$ cat src/rtl/axi4_lite_master_cmd_if.sv
// Command/response port plus AXI4-Lite master bus for axi4_lite_master_cmd.
// Modports:
//   master - the command engine: accepts commands, returns responses and
//            drives the AW/W/AR channels plus BREADY/RREADY.
//   slave  - the environment: command source, response sink and AXI slave.
interface axi4_lite_master_cmd_if;
  // command port
  logic        cmd_valid;
  logic        cmd_ready;
  logic        cmd_write;
  logic [31:0] cmd_addr;
  logic [31:0] cmd_wdata;
  logic [3:0]  cmd_wstrb;
  // response port
  logic        rsp_valid;
  logic        rsp_ready;
  logic        rsp_write;
  logic [31:0] rsp_rdata;
  logic [1:0]  rsp_resp;
  logic        busy;
  // AXI4-Lite write address / data / response
  logic [31:0] m_awaddr;
  logic [3:0]  m_awcache;
  logic [2:0]  m_awprot;
  logic        m_awvalid;
  logic        m_awready;
  logic [31:0] m_wdata;
  logic [3:0]  m_wstrb;
  logic        m_wvalid;
  logic        m_wready;
  logic [1:0]  m_bresp;
  logic        m_bvalid;
  logic        m_bready;
  // AXI4-Lite read address / data
  logic [31:0] m_araddr;
  logic [3:0]  m_arcache;
  logic [2:0]  m_arprot;
  logic        m_arvalid;
  logic        m_arready;
  logic [31:0] m_rdata;
  logic [1:0]  m_rresp;
  logic        m_rvalid;
  logic        m_rready;

  modport master (
    input  cmd_valid, cmd_write, cmd_addr, cmd_wdata, cmd_wstrb, rsp_ready,
           m_awready, m_wready, m_bresp, m_bvalid, m_arready,
           m_rdata, m_rresp, m_rvalid,
    output cmd_ready, rsp_valid, rsp_write, rsp_rdata, rsp_resp, busy,
           m_awaddr, m_awcache, m_awprot, m_awvalid,
           m_wdata, m_wstrb, m_wvalid, m_bready,
           m_araddr, m_arcache, m_arprot, m_arvalid, m_rready
  );

  modport slave (
    output cmd_valid, cmd_write, cmd_addr, cmd_wdata, cmd_wstrb, rsp_ready,
           m_awready, m_wready, m_bresp, m_bvalid, m_arready,
           m_rdata, m_rresp, m_rvalid,
    input  cmd_ready, rsp_valid, rsp_write, rsp_rdata, rsp_resp, busy,
           m_awaddr, m_awcache, m_awprot, m_awvalid,
           m_wdata, m_wstrb, m_wvalid, m_bready,
           m_araddr, m_arcache, m_arprot, m_arvalid, m_rready
  );
endinterface

$ cat src/rtl/axi4_lite_master_cmd.sv
// AXI4-Lite master command engine: turns single-word read/write commands into
// one AXI4-Lite transaction at a time and returns one response per command.
// Ports:
//   aclk   - clock, rising edge
//   areset - asynchronous active-high reset
//   bus    - axi4_lite_master_cmd_if.master (command, response, AXI bus, busy)
// Parameters: TIMEOUT (watchdog limit, 2..65535), CACHE, PROT (AxCACHE/AxPROT).
// Optional feature: define AXI4_LITE_MASTER_CMD_TIMEOUT_EN to build a 16-bit
// watchdog that abandons a stalled bus transaction with rsp_resp = 2'b11.
module axi4_lite_master_cmd #(
  parameter int unsigned TIMEOUT = 256,
  parameter logic [3:0]  CACHE   = 4'b0000,
  parameter logic [2:0]  PROT    = 3'b000
) (
  input logic                    aclk,
  input logic                    areset,
  axi4_lite_master_cmd_if.master bus
);

  localparam logic [2:0] ST_IDLE    = 3'd0;
  localparam logic [2:0] ST_WR_REQ  = 3'd1;
  localparam logic [2:0] ST_WR_RESP = 3'd2;
  localparam logic [2:0] ST_RD_REQ  = 3'd3;
  localparam logic [2:0] ST_RD_DATA = 3'd4;
  localparam logic [2:0] ST_RSP     = 3'd5;

  if (TIMEOUT < 2 || TIMEOUT > 65535) begin : g_bad_timeout
    $error("axi4_lite_master_cmd: TIMEOUT out of range 2..65535");
  end

  logic [2:0]  state_q, state_d;
  logic        cmd_ready_q, cmd_ready_d;
  logic        busy_q, busy_d;
  logic        rsp_valid_q, rsp_valid_d;
  logic        rsp_write_q, rsp_write_d;
  logic [31:0] rsp_rdata_q, rsp_rdata_d;
  logic [1:0]  rsp_resp_q, rsp_resp_d;
  logic [31:0] awaddr_q, awaddr_d;
  logic [31:0] wdata_q, wdata_d;
  logic [3:0]  wstrb_q, wstrb_d;
  logic [31:0] araddr_q, araddr_d;
  logic        awvalid_q, awvalid_d;
  logic        wvalid_q, wvalid_d;
  logic        arvalid_q, arvalid_d;
  logic        bready_q, bready_d;
  logic        rready_q, rready_d;
  logic        aw_done_q, aw_done_d;
  logic        w_done_q, w_done_d;
`ifdef AXI4_LITE_MASTER_CMD_TIMEOUT_EN
  localparam logic [15:0] WD_LAST = 16'(TIMEOUT - 1);
  logic [15:0] wd_q, wd_d;
`endif

  // Next-state and registered-output logic
  always_comb begin
    state_d     = state_q;
    cmd_ready_d = cmd_ready_q;
    busy_d      = busy_q;
    rsp_valid_d = rsp_valid_q;
    rsp_write_d = rsp_write_q;
    rsp_rdata_d = rsp_rdata_q;
    rsp_resp_d  = rsp_resp_q;
    awaddr_d    = awaddr_q;
    wdata_d     = wdata_q;
    wstrb_d     = wstrb_q;
    araddr_d    = araddr_q;
    awvalid_d   = awvalid_q;
    wvalid_d    = wvalid_q;
    arvalid_d   = arvalid_q;
    bready_d    = bready_q;
    rready_d    = rready_q;
    aw_done_d   = aw_done_q;
    w_done_d    = w_done_q;
`ifdef AXI4_LITE_MASTER_CMD_TIMEOUT_EN
    wd_d        = wd_q;
`endif

    case (state_q)
      ST_IDLE: begin
        cmd_ready_d = 1'b1;
        if (bus.cmd_valid && cmd_ready_q) begin
          cmd_ready_d = 1'b0;
          busy_d      = 1'b1;
          rsp_write_d = bus.cmd_write;
          if (bus.cmd_write) begin
            awaddr_d  = bus.cmd_addr;
            wdata_d   = bus.cmd_wdata;
            wstrb_d   = bus.cmd_wstrb;
            awvalid_d = 1'b1;
            wvalid_d  = 1'b1;
            aw_done_d = 1'b0;
            w_done_d  = 1'b0;
            state_d   = ST_WR_REQ;
          end else begin
            araddr_d  = bus.cmd_addr;
            arvalid_d = 1'b1;
            state_d   = ST_RD_REQ;
          end
        end
      end
      ST_WR_REQ: begin
        // AW and W complete independently, in either order
        if (awvalid_q && bus.m_awready) begin
          awvalid_d = 1'b0;
          aw_done_d = 1'b1;
        end
        if (wvalid_q && bus.m_wready) begin
          wvalid_d = 1'b0;
          w_done_d = 1'b1;
        end
        if (aw_done_d && w_done_d) begin
          bready_d = 1'b1;
          state_d  = ST_WR_RESP;
        end
      end
      ST_WR_RESP: begin
        if (bus.m_bvalid) begin
          bready_d    = 1'b0;
          rsp_resp_d  = bus.m_bresp;
          rsp_rdata_d = 32'd0;
          rsp_valid_d = 1'b1;
          state_d     = ST_RSP;
        end
      end
      ST_RD_REQ: begin
        if (bus.m_arready) begin
          arvalid_d = 1'b0;
          rready_d  = 1'b1;
          state_d   = ST_RD_DATA;
        end
      end
      ST_RD_DATA: begin
        if (bus.m_rvalid) begin
          rready_d    = 1'b0;
          rsp_rdata_d = bus.m_rdata;
          rsp_resp_d  = bus.m_rresp;
          rsp_valid_d = 1'b1;
          state_d     = ST_RSP;
        end
      end
      ST_RSP: begin
        if (bus.rsp_ready) begin
          rsp_valid_d = 1'b0;
          cmd_ready_d = 1'b1;
          busy_d      = 1'b0;
          state_d     = ST_IDLE;
        end
      end
      default: begin
        state_d = ST_IDLE;
      end
    endcase

`ifdef AXI4_LITE_MASTER_CMD_TIMEOUT_EN
    // Watchdog overrides any bus progress; it knowingly drops valids mid-handshake
    if (state_q == ST_IDLE) begin
      wd_d = 16'd0;
    end else if (state_q != ST_RSP) begin
      wd_d = wd_q + 16'd1;
      if (wd_q == WD_LAST) begin
        awvalid_d   = 1'b0;
        wvalid_d    = 1'b0;
        arvalid_d   = 1'b0;
        bready_d    = 1'b0;
        rready_d    = 1'b0;
        rsp_resp_d  = 2'b11;
        rsp_rdata_d = 32'd0;
        rsp_valid_d = 1'b1;
        state_d     = ST_RSP;
      end
    end
`endif
  end

  // State and output registers
  always_ff @(posedge aclk or posedge areset) begin
    if (areset) begin
      state_q     <= ST_IDLE;
      cmd_ready_q <= 1'b0;
      busy_q      <= 1'b0;
      rsp_valid_q <= 1'b0;
      rsp_write_q <= 1'b0;
      rsp_rdata_q <= 32'd0;
      rsp_resp_q  <= 2'b00;
      awaddr_q    <= 32'd0;
      wdata_q     <= 32'd0;
      wstrb_q     <= 4'd0;
      araddr_q    <= 32'd0;
      awvalid_q   <= 1'b0;
      wvalid_q    <= 1'b0;
      arvalid_q   <= 1'b0;
      bready_q    <= 1'b0;
      rready_q    <= 1'b0;
      aw_done_q   <= 1'b0;
      w_done_q    <= 1'b0;
`ifdef AXI4_LITE_MASTER_CMD_TIMEOUT_EN
      wd_q        <= 16'd0;
`endif
    end else begin
      state_q     <= state_d;
      cmd_ready_q <= cmd_ready_d;
      busy_q      <= busy_d;
      rsp_valid_q <= rsp_valid_d;
      rsp_write_q <= rsp_write_d;
      rsp_rdata_q <= rsp_rdata_d;
      rsp_resp_q  <= rsp_resp_d;
      awaddr_q    <= awaddr_d;
      wdata_q     <= wdata_d;
      wstrb_q     <= wstrb_d;
      araddr_q    <= araddr_d;
      awvalid_q   <= awvalid_d;
      wvalid_q    <= wvalid_d;
      arvalid_q   <= arvalid_d;
      bready_q    <= bready_d;
      rready_q    <= rready_d;
      aw_done_q   <= aw_done_d;
      w_done_q    <= w_done_d;
`ifdef AXI4_LITE_MASTER_CMD_TIMEOUT_EN
      wd_q        <= wd_d;
`endif
    end
  end

  assign bus.cmd_ready = cmd_ready_q;
  assign bus.busy      = busy_q;
  assign bus.rsp_valid = rsp_valid_q;
  assign bus.rsp_write = rsp_write_q;
  assign bus.rsp_rdata = rsp_rdata_q;
  assign bus.rsp_resp  = rsp_resp_q;
  assign bus.m_awaddr  = awaddr_q;
  assign bus.m_awcache = CACHE;
  assign bus.m_awprot  = PROT;
  assign bus.m_awvalid = awvalid_q;
  assign bus.m_wdata   = wdata_q;
  assign bus.m_wstrb   = wstrb_q;
  assign bus.m_wvalid  = wvalid_q;
  assign bus.m_bready  = bready_q;
  assign bus.m_araddr  = araddr_q;
  assign bus.m_arcache = CACHE;
  assign bus.m_arprot  = PROT;
  assign bus.m_arvalid = arvalid_q;
  assign bus.m_rready  = rready_q;

endmodule

$ cat src/flat_wrapper.sv
// flat-port wrapper written by rule: the top's interface ports become plain ports
module axi4_lite_master_cmd_flat 
#(
  parameter int unsigned TIMEOUT = 256,
  parameter logic [3:0]  CACHE   = 4'b0000,
  parameter logic [2:0]  PROT    = 3'b000
)
  (aclk, areset, bus_cmd_valid, bus_cmd_write, bus_cmd_addr, bus_cmd_wdata, bus_cmd_wstrb, bus_rsp_ready, bus_m_awready, bus_m_wready, bus_m_bresp, bus_m_bvalid, bus_m_arready, bus_m_rdata, bus_m_rresp, bus_m_rvalid, bus_cmd_ready, bus_rsp_valid, bus_rsp_write, bus_rsp_rdata, bus_rsp_resp, bus_busy, bus_m_awaddr, bus_m_awcache, bus_m_awprot, bus_m_awvalid, bus_m_wdata, bus_m_wstrb, bus_m_wvalid, bus_m_bready, bus_m_araddr, bus_m_arcache, bus_m_arprot, bus_m_arvalid, bus_m_rready);
  axi4_lite_master_cmd_if bus_i ();
  input logic aclk;
  input logic areset;
  input wire logic [$bits(bus_i.cmd_valid)-1:0] bus_cmd_valid;
  input wire logic [$bits(bus_i.cmd_write)-1:0] bus_cmd_write;
  input wire logic [$bits(bus_i.cmd_addr)-1:0] bus_cmd_addr;
  input wire logic [$bits(bus_i.cmd_wdata)-1:0] bus_cmd_wdata;
  input wire logic [$bits(bus_i.cmd_wstrb)-1:0] bus_cmd_wstrb;
  input wire logic [$bits(bus_i.rsp_ready)-1:0] bus_rsp_ready;
  input wire logic [$bits(bus_i.m_awready)-1:0] bus_m_awready;
  input wire logic [$bits(bus_i.m_wready)-1:0] bus_m_wready;
  input wire logic [$bits(bus_i.m_bresp)-1:0] bus_m_bresp;
  input wire logic [$bits(bus_i.m_bvalid)-1:0] bus_m_bvalid;
  input wire logic [$bits(bus_i.m_arready)-1:0] bus_m_arready;
  input wire logic [$bits(bus_i.m_rdata)-1:0] bus_m_rdata;
  input wire logic [$bits(bus_i.m_rresp)-1:0] bus_m_rresp;
  input wire logic [$bits(bus_i.m_rvalid)-1:0] bus_m_rvalid;
  output wire logic [$bits(bus_i.cmd_ready)-1:0] bus_cmd_ready;
  output wire logic [$bits(bus_i.rsp_valid)-1:0] bus_rsp_valid;
  output wire logic [$bits(bus_i.rsp_write)-1:0] bus_rsp_write;
  output wire logic [$bits(bus_i.rsp_rdata)-1:0] bus_rsp_rdata;
  output wire logic [$bits(bus_i.rsp_resp)-1:0] bus_rsp_resp;
  output wire logic [$bits(bus_i.busy)-1:0] bus_busy;
  output wire logic [$bits(bus_i.m_awaddr)-1:0] bus_m_awaddr;
  output wire logic [$bits(bus_i.m_awcache)-1:0] bus_m_awcache;
  output wire logic [$bits(bus_i.m_awprot)-1:0] bus_m_awprot;
  output wire logic [$bits(bus_i.m_awvalid)-1:0] bus_m_awvalid;
  output wire logic [$bits(bus_i.m_wdata)-1:0] bus_m_wdata;
  output wire logic [$bits(bus_i.m_wstrb)-1:0] bus_m_wstrb;
  output wire logic [$bits(bus_i.m_wvalid)-1:0] bus_m_wvalid;
  output wire logic [$bits(bus_i.m_bready)-1:0] bus_m_bready;
  output wire logic [$bits(bus_i.m_araddr)-1:0] bus_m_araddr;
  output wire logic [$bits(bus_i.m_arcache)-1:0] bus_m_arcache;
  output wire logic [$bits(bus_i.m_arprot)-1:0] bus_m_arprot;
  output wire logic [$bits(bus_i.m_arvalid)-1:0] bus_m_arvalid;
  output wire logic [$bits(bus_i.m_rready)-1:0] bus_m_rready;
  assign bus_i.cmd_valid = bus_cmd_valid;
  assign bus_i.cmd_write = bus_cmd_write;
  assign bus_i.cmd_addr = bus_cmd_addr;
  assign bus_i.cmd_wdata = bus_cmd_wdata;
  assign bus_i.cmd_wstrb = bus_cmd_wstrb;
  assign bus_i.rsp_ready = bus_rsp_ready;
  assign bus_i.m_awready = bus_m_awready;
  assign bus_i.m_wready = bus_m_wready;
  assign bus_i.m_bresp = bus_m_bresp;
  assign bus_i.m_bvalid = bus_m_bvalid;
  assign bus_i.m_arready = bus_m_arready;
  assign bus_i.m_rdata = bus_m_rdata;
  assign bus_i.m_rresp = bus_m_rresp;
  assign bus_i.m_rvalid = bus_m_rvalid;
  assign bus_cmd_ready = bus_i.cmd_ready;
  assign bus_rsp_valid = bus_i.rsp_valid;
  assign bus_rsp_write = bus_i.rsp_write;
  assign bus_rsp_rdata = bus_i.rsp_rdata;
  assign bus_rsp_resp = bus_i.rsp_resp;
  assign bus_busy = bus_i.busy;
  assign bus_m_awaddr = bus_i.m_awaddr;
  assign bus_m_awcache = bus_i.m_awcache;
  assign bus_m_awprot = bus_i.m_awprot;
  assign bus_m_awvalid = bus_i.m_awvalid;
  assign bus_m_wdata = bus_i.m_wdata;
  assign bus_m_wstrb = bus_i.m_wstrb;
  assign bus_m_wvalid = bus_i.m_wvalid;
  assign bus_m_bready = bus_i.m_bready;
  assign bus_m_araddr = bus_i.m_araddr;
  assign bus_m_arcache = bus_i.m_arcache;
  assign bus_m_arprot = bus_i.m_arprot;
  assign bus_m_arvalid = bus_i.m_arvalid;
  assign bus_m_rready = bus_i.m_rready;
  axi4_lite_master_cmd #(.TIMEOUT(TIMEOUT), .CACHE(CACHE), .PROT(PROT)) u_core (.aclk(aclk), .areset(areset), .bus(bus_i));
endmodule
$ cat config.mk
export PLATFORM = sky130hd
export DESIGN_NAME = axi4_lite_master_cmd_flat
export DESIGN_NICKNAME = d
export VERILOG_FILES = /design/src/rtl/axi4_lite_master_cmd_if.sv /design/src/rtl/axi4_lite_master_cmd.sv /design/src/flat_wrapper.sv
export SDC_FILE = /design/constraint.sdc
export NUM_CORES = 1
export LEC_CHECK = 0
export ABC_AREA = 1
export CAP_MARGIN = 20
export CORE_UTILIZATION = 45
export CTS_CLUSTER_SIZE = 25
export DETAILED_ROUTE_END_ITERATION = 8
export GPL_ROUTABILITY_DRIVEN = 0
export PLACE_DENSITY_LB_ADDON = 0.3
export SYNTH_ARGS = -nofsm -noshare
export SYNTH_HDL_FRONTEND = slang
export SYNTH_SLANG_ARGS = --single-unit
$ cat constraint.sdc
create_clock -name aclk -period 9.2 [get_ports aclk]
set_input_delay 1.38 -clock aclk [delete_from_list [all_inputs] [get_ports aclk]]
set_output_delay 1.38 -clock aclk [all_outputs]
set_load 0.1 [all_outputs]
==> metrics, run 1 <==
status complete, no violations; standard cell core area 0.0132 sq mm; DP Area 0.00863 sq mm; Finished Cell Area 0.00928 sq mm; CTS resizes 0; post-route ant nets 0; Worst-path clk slew 0.06 ns; final hold viol count 0; top post-synthesis cells by area dfrtp_1, nand2_1, o21ai_0, inv_1, nand3_1; sequential-to-total area share from yosys stat 0.610; max cap viols 0; Die X 118 um; Setup Skew 0.00534 ns; area leader, netlist dfrtp_1; Std-Cell Rows 42; hold_buf cts 0; Total Nets Final 1,027; Port Buffers 256; pin count of the biggest net entering global routing 105; CTS sink cnt 148; Synth top area share 0.610; # fillers 1,013; Required @ worst endpoint 9.50 ns; fraction of layout cells with a size suffix above 1 0.0540; Setup TNS Final 0 ns; Root Buffer clkbuf_16; yosys synthesis warning count 0; Syn Inst Count 668; Final Setup Violations 0; Worst setup SP type input pin; Rel. slew slack 0.283; f_max 268 MHz; die area 0.0140 sq mm; first-pass GRT wire length 26.0 mm; #FFs+latches synth 148; vias in the first global route 5,100; DRT Pass-1 Iters 5; Critical Path Max Stage Delay 0.76 ns; Critical Path AT 4.03 ns; boundary pin count 271; Iteration-0 DRC Markers 336; most common cell after layout, fill and taps aside clkdlybuf4s50_1; later-pin clock latency in the skew report 0.42 ns; clock buffer depth 2; most frequent cells in the layout clkdlybuf4s50_1, nand2_1, dfrtp_1; CTS tree yes; vias per inst 4.75; slowest CP cell nand2_4; starting density of the core 0.460; die height 118 um; syn avg cell area 9.08 sq um; worst path cell trace clkdlybuf4s50_1, nand2_1, nor2_4, nand2_4, o21ai_0; Residual DRC 0; number of antenna violations at the first check in global routing 0; All-Layer GR Usage 0.238; crit-path max FO 104; Yosys cell types 24; Setup Fix Bufs, Post-CTS 0; GRT overflow 0; Crit. End Element flip-flop; H-tree lvl count 4; DR WL/cell 14.4 um; kind of critical path input pin to flip-flop; HP Class flip-flop to flip-flop; minimum clock period 3.73 ns; synthesized cell area 0.00607 sq mm; via count 5,237; Final Max Tran Viols 0; CTS buffer count 17; fin crit share 0.405; RSZ-0062 raised after global routing false; ant diodes 0; Worst-Margin Slew 1.07 ns; area grow syn2layout 52.9%; DP Wirelength 10.9 mm; Post-Route WL 15.9 mm
cells in the mapped netlist, drive strengths merged:
library cell and n:
and2 1, buf 35, inv 81, a211oi 1, nand3 49, dfrtp 148, a21oi 2, nand2 220
nor2 14, nand3b 1, o21ai 103, clkbuf 12, conb 1
through the flow:
step           utilization  hold WS [ns]  instances  setup WS (ns)
2_1_floorplan            -         0.504        681           3.84
3_3_place_gp         0.652         0.453       1068           5.22
3_5_place_dp         0.654         0.458       1069           5.05
4_1_cts              0.701         0.472       1101           5.48
5_1_grt              0.703         0.491       1102           5.15
6_report             0.703         0.468       1102           5.47
path summary, 6_finish.rpt:
path                       slack, ns                    from  cells after the start                 endpoint
max                             5.47           bus_cmd_valid                      5  u_core.bus.m_awaddr[16]
min                             0.47  u_core.bus.m_wdata[30]                      2   u_core.bus.m_wdata[30]
min reg2reg                     0.47  u_core.bus.m_wdata[30]                      2   u_core.bus.m_wdata[30]
min in group asynchronous       1.42                  areset                      2  u_core.bus.m_awaddr[24]
max in group asynchronous       6.76                  areset                      4          u_core.w_done_q
max reg2reg                     6.24       u_core.state_q[2]                      5  u_core.bus.m_awaddr[16]
metal layers:
layer	vias to the layer above	global-route usage	part of all wire
met3	16	0.0901	0.094
met1	2475	0.289	0.41
met2	197	0.383	0.48
met4	0	0.0905	0.016
li1	2549	-	-
met5	-	0	0
critical path: cells and delay by family:
family                 cells  cell delay [ns]
AOI/OAI and AO/OA          1             0.46
buffers and inverters      1             0.48
and+or+nand+nor            3             1.62
flip-flops by register name, indices dropped and copies added, names as in the netlist:
name	count
u_core.w_done_q	1
u_core.bus.rsp_write	1
u_core.bus.cmd_ready	1
u_core.bus.busy	1
u_core.aw_done_q	1
u_core.bus.m_wstrb	4
u_core.bus.rsp_valid	1
u_core.bus.m_wdata	32
u_core.bus.rsp_rdata	32
u_core.bus.m_araddr	32
u_core.bus.m_rready	1
u_core.bus.m_awvalid	1
u_core.state_q	3
u_core.bus.m_wvalid	1
u_core.bus.m_awaddr	32
u_core.bus.m_bready	1
u_core.bus.m_arvalid	1
u_core.bus.rsp_resp	2
layout make-up:
cell class              instances  area (sq um)  area share
flip-flops and latches        148          3700       0.399
repair buffers                260          2630       0.284
multi-input cells             405          1790       0.193
clock buffers                  18           439      0.0473
inverters                      81           309      0.0333
well taps                     176           220      0.0237
clock inverters                14           185      0.0200
logic make-up (layout without fill, tap and decap cells):
kind of cell	count (synthesis)	after routing	synth area share
other cells	1	14	0.000618
simple gates	285	285	0.196
flops	148	148	0.610
buf+inv	128	373	0.104
compound gates	106	106	0.0891
Power of run 1 is left out: the tool's default activity adds up to more than one toggle a clock period on the data nets, which glitch-free logic cannot reach.
==> run 2: changes to the inputs <==
- CORE_UTILIZATION: 45 -> 38
- clock period: 9.2 -> 3.3 ns (I/O delays scaled with it)
==> run 2 against run 1 <==
  * Routed wire length shrank 0.14%
  * Hold slack lost 0.0013 ns
  * Register-to-register slack lost 4.9 ns
  * Critical endpoint is now bus_m_wvalid
==> metrics, run 2 (same netlist as run 1, synthesis figures left out) <==
Setup TNS Final 0 ns (unchanged); number of antenna violations at the first check in global routing 0 (unchanged); Setup Skew 0.00659 ns (was 0.00534 ns); ant diodes 0 (unchanged); Critical R2R Capture u_core.bus.m_awaddr[15] (was u_core.bus.m_awaddr[16]); Iteration-0 DRC Markers 197 (was 336); vias in the first global route 4,871 (was 5,100); Crit. End Element output port (was flip-flop); boundary pin count 271 (unchanged); Post-Route WL 15.9 mm (about the same); via count 5,084 (was 5,237); most frequent cells in the layout clkdlybuf4s50_1, nand2_1, dfrtp_1 (unchanged); Port Buffers 256 (unchanged); CTS tree yes (unchanged); area grow syn2layout 52.7% (was 52.9%); standard cell core area 0.0154 sq mm (was 0.0132 sq mm); final hold viol count 0 (unchanged); most common cell after layout, fill and taps aside clkdlybuf4s50_1 (unchanged); Required @ worst endpoint 2.80 ns (was 9.50 ns); die area 0.0165 sq mm (was 0.0140 sq mm); crit-path max FO 3 (was 104); CTS sink cnt 148 (unchanged); Critical Path Max Stage Delay 1.16 ns (was 0.76 ns); DRT Pass-1 Iters 4 (was 5); FF-to-FF path depth 6 (was 5); vias per inst 4.46 (was 4.75); Worst-path clk slew 0.06 ns (about the same); pin count of the biggest net entering global routing 149 (was 105); max cap viols 0 (unchanged); die height 128 um (was 118 um); crit path to bus_m_wvalid (was u_core.bus.m_awaddr[16]); starting density of the core 0.395 (was 0.460); critical path's top delay family buffers and inverters (was simple AND/OR/NAND/NOR gates); CTS buffer count 17 (unchanged); reg2reg start u_core.state_q[2] (unchanged); stages on the worst setup path 1 (was 5); fraction of layout cells with a size suffix above 1 0.0657 (was 0.0540); fin crit share 0.743; first-pass GRT wire length 25.1 mm (was 26.0 mm); Worst-Margin Slew 1.03 ns (was 1.07 ns); minimum clock period 2.45 ns; kind of critical path flip-flop to output port (was input pin to flip-flop); RSZ-0062 raised after global routing false (unchanged); Residual DRC 0 (unchanged); GRT overflow 0 (unchanged); HP Class flip-flop to flip-flop (unchanged); Final Max Tran Viols 0 (unchanged); Total Nets Final 1,030 (was 1,027); Critical Path AT 1.96 ns (was 4.03 ns); CTS resizes 0 (unchanged); Final Setup Violations 0 (unchanged); DR WL/cell 13.9 um (was 14.4 um); post-route ant nets 0 (unchanged); Std-Cell Rows 45 (was 42); H-tree lvl count 4 (unchanged); Worst Setup SP u_core.bus.m_wvalid (was bus_cmd_valid); later-pin clock latency in the skew report 0.41 ns (was 0.42 ns); clock buffer depth 2 (unchanged); DP Wirelength 11.1 mm (was 10.9 mm); Rel. slew slack 0.311 (was 0.283); Die X 128 um (was 118 um); slowest CP cell clkdlybuf4s50_1 (was nand2_4); f_max 408 MHz; Root Buffer clkbuf_16 (unchanged); Buf/Inv on CP 1 (unchanged); status complete, no violations (unchanged); worst path cell trace clkdlybuf4s50_1 (was clkdlybuf4s50_1, nand2_1, nor2_4, nand2_4, o21ai_0); flop-to-flop setup slack 1.37 ns (was 6.24 ns); All-Layer GR Usage 0.198 (was 0.238); hold_buf cts 0 (unchanged); Worst setup SP type flip-flop (was input pin); Setup Fix Bufs, Post-CTS 0 (unchanged); # fillers 1,365 (was 1,013)
[run 2: how the worst min path moves through the flow]
| stage | endpoint | cells past startpoint | start | slack (ns) |
|---|---|---|---|---|
| after floorplan | u_core.aw_done_q | 2 | u_core.aw_done_q | 0.50 |
| after global routing | u_core.bus.m_wdata[16] | 2 | u_core.bus.m_wdata[16] | 0.49 |
| after global placement | u_core.bus.m_wdata[17] | 2 | u_core.bus.m_wdata[17] | 0.45 |
| final | u_core.bus.m_wdata[0] | 2 | u_core.bus.m_wdata[0] | 0.47 |
| after detailed placement | u_core.bus.m_wdata[4] | 2 | u_core.bus.m_wdata[4] | 0.46 |
| after CTS | u_core.bus.m_wdata[4] | 2 | u_core.bus.m_wdata[4] | 0.47 |
[run 2: worst register-to-register path, stage by stage, from the launching register on]
cell and delay [ns]:
dfrtp_1 0.53, inv_1 0.19, nand2_2 0.16, nor2_4 0.05
nand2_4 0.33, buf_4 0.40, o21ai_0 0.15
[run 2: layer usage]
metal | GRT usage | part of all wire
met1 | 0.255 | 0.43
met2 | 0.304 | 0.45
met3 | 0.0748 | 0.099
met4 | 0.0713 | 0.015
met5 | 0 | 0
[run 2: final cells by class]
type	count	area, sq um	area share
well taps	211	264	0.0285
clock inverters	12	156	0.0169
inverters	81	308	0.0332
flip-flops and latches	148	3700	0.400
repair buffers	263	2600	0.281
clock buffers	19	443	0.0478
multi-input cells	405	1790	0.193
[run 2: per-stage QoR]
step	hold slack [ns]	util	instances	setup slack [ns]	cell area [sq um]
floorplan	0.504	-	681	0.944	6120
global placement	0.454	0.564	1108	1.16	8670
detailed placement	0.458	0.564	1108	1.11	8670
CTS	0.473	0.603	1139	0.830	9270
global route	0.486	0.603	1139	0.801	9270
finish	0.467	0.603	1139	0.849	9270
Power of run 2 is left out for the same reason.
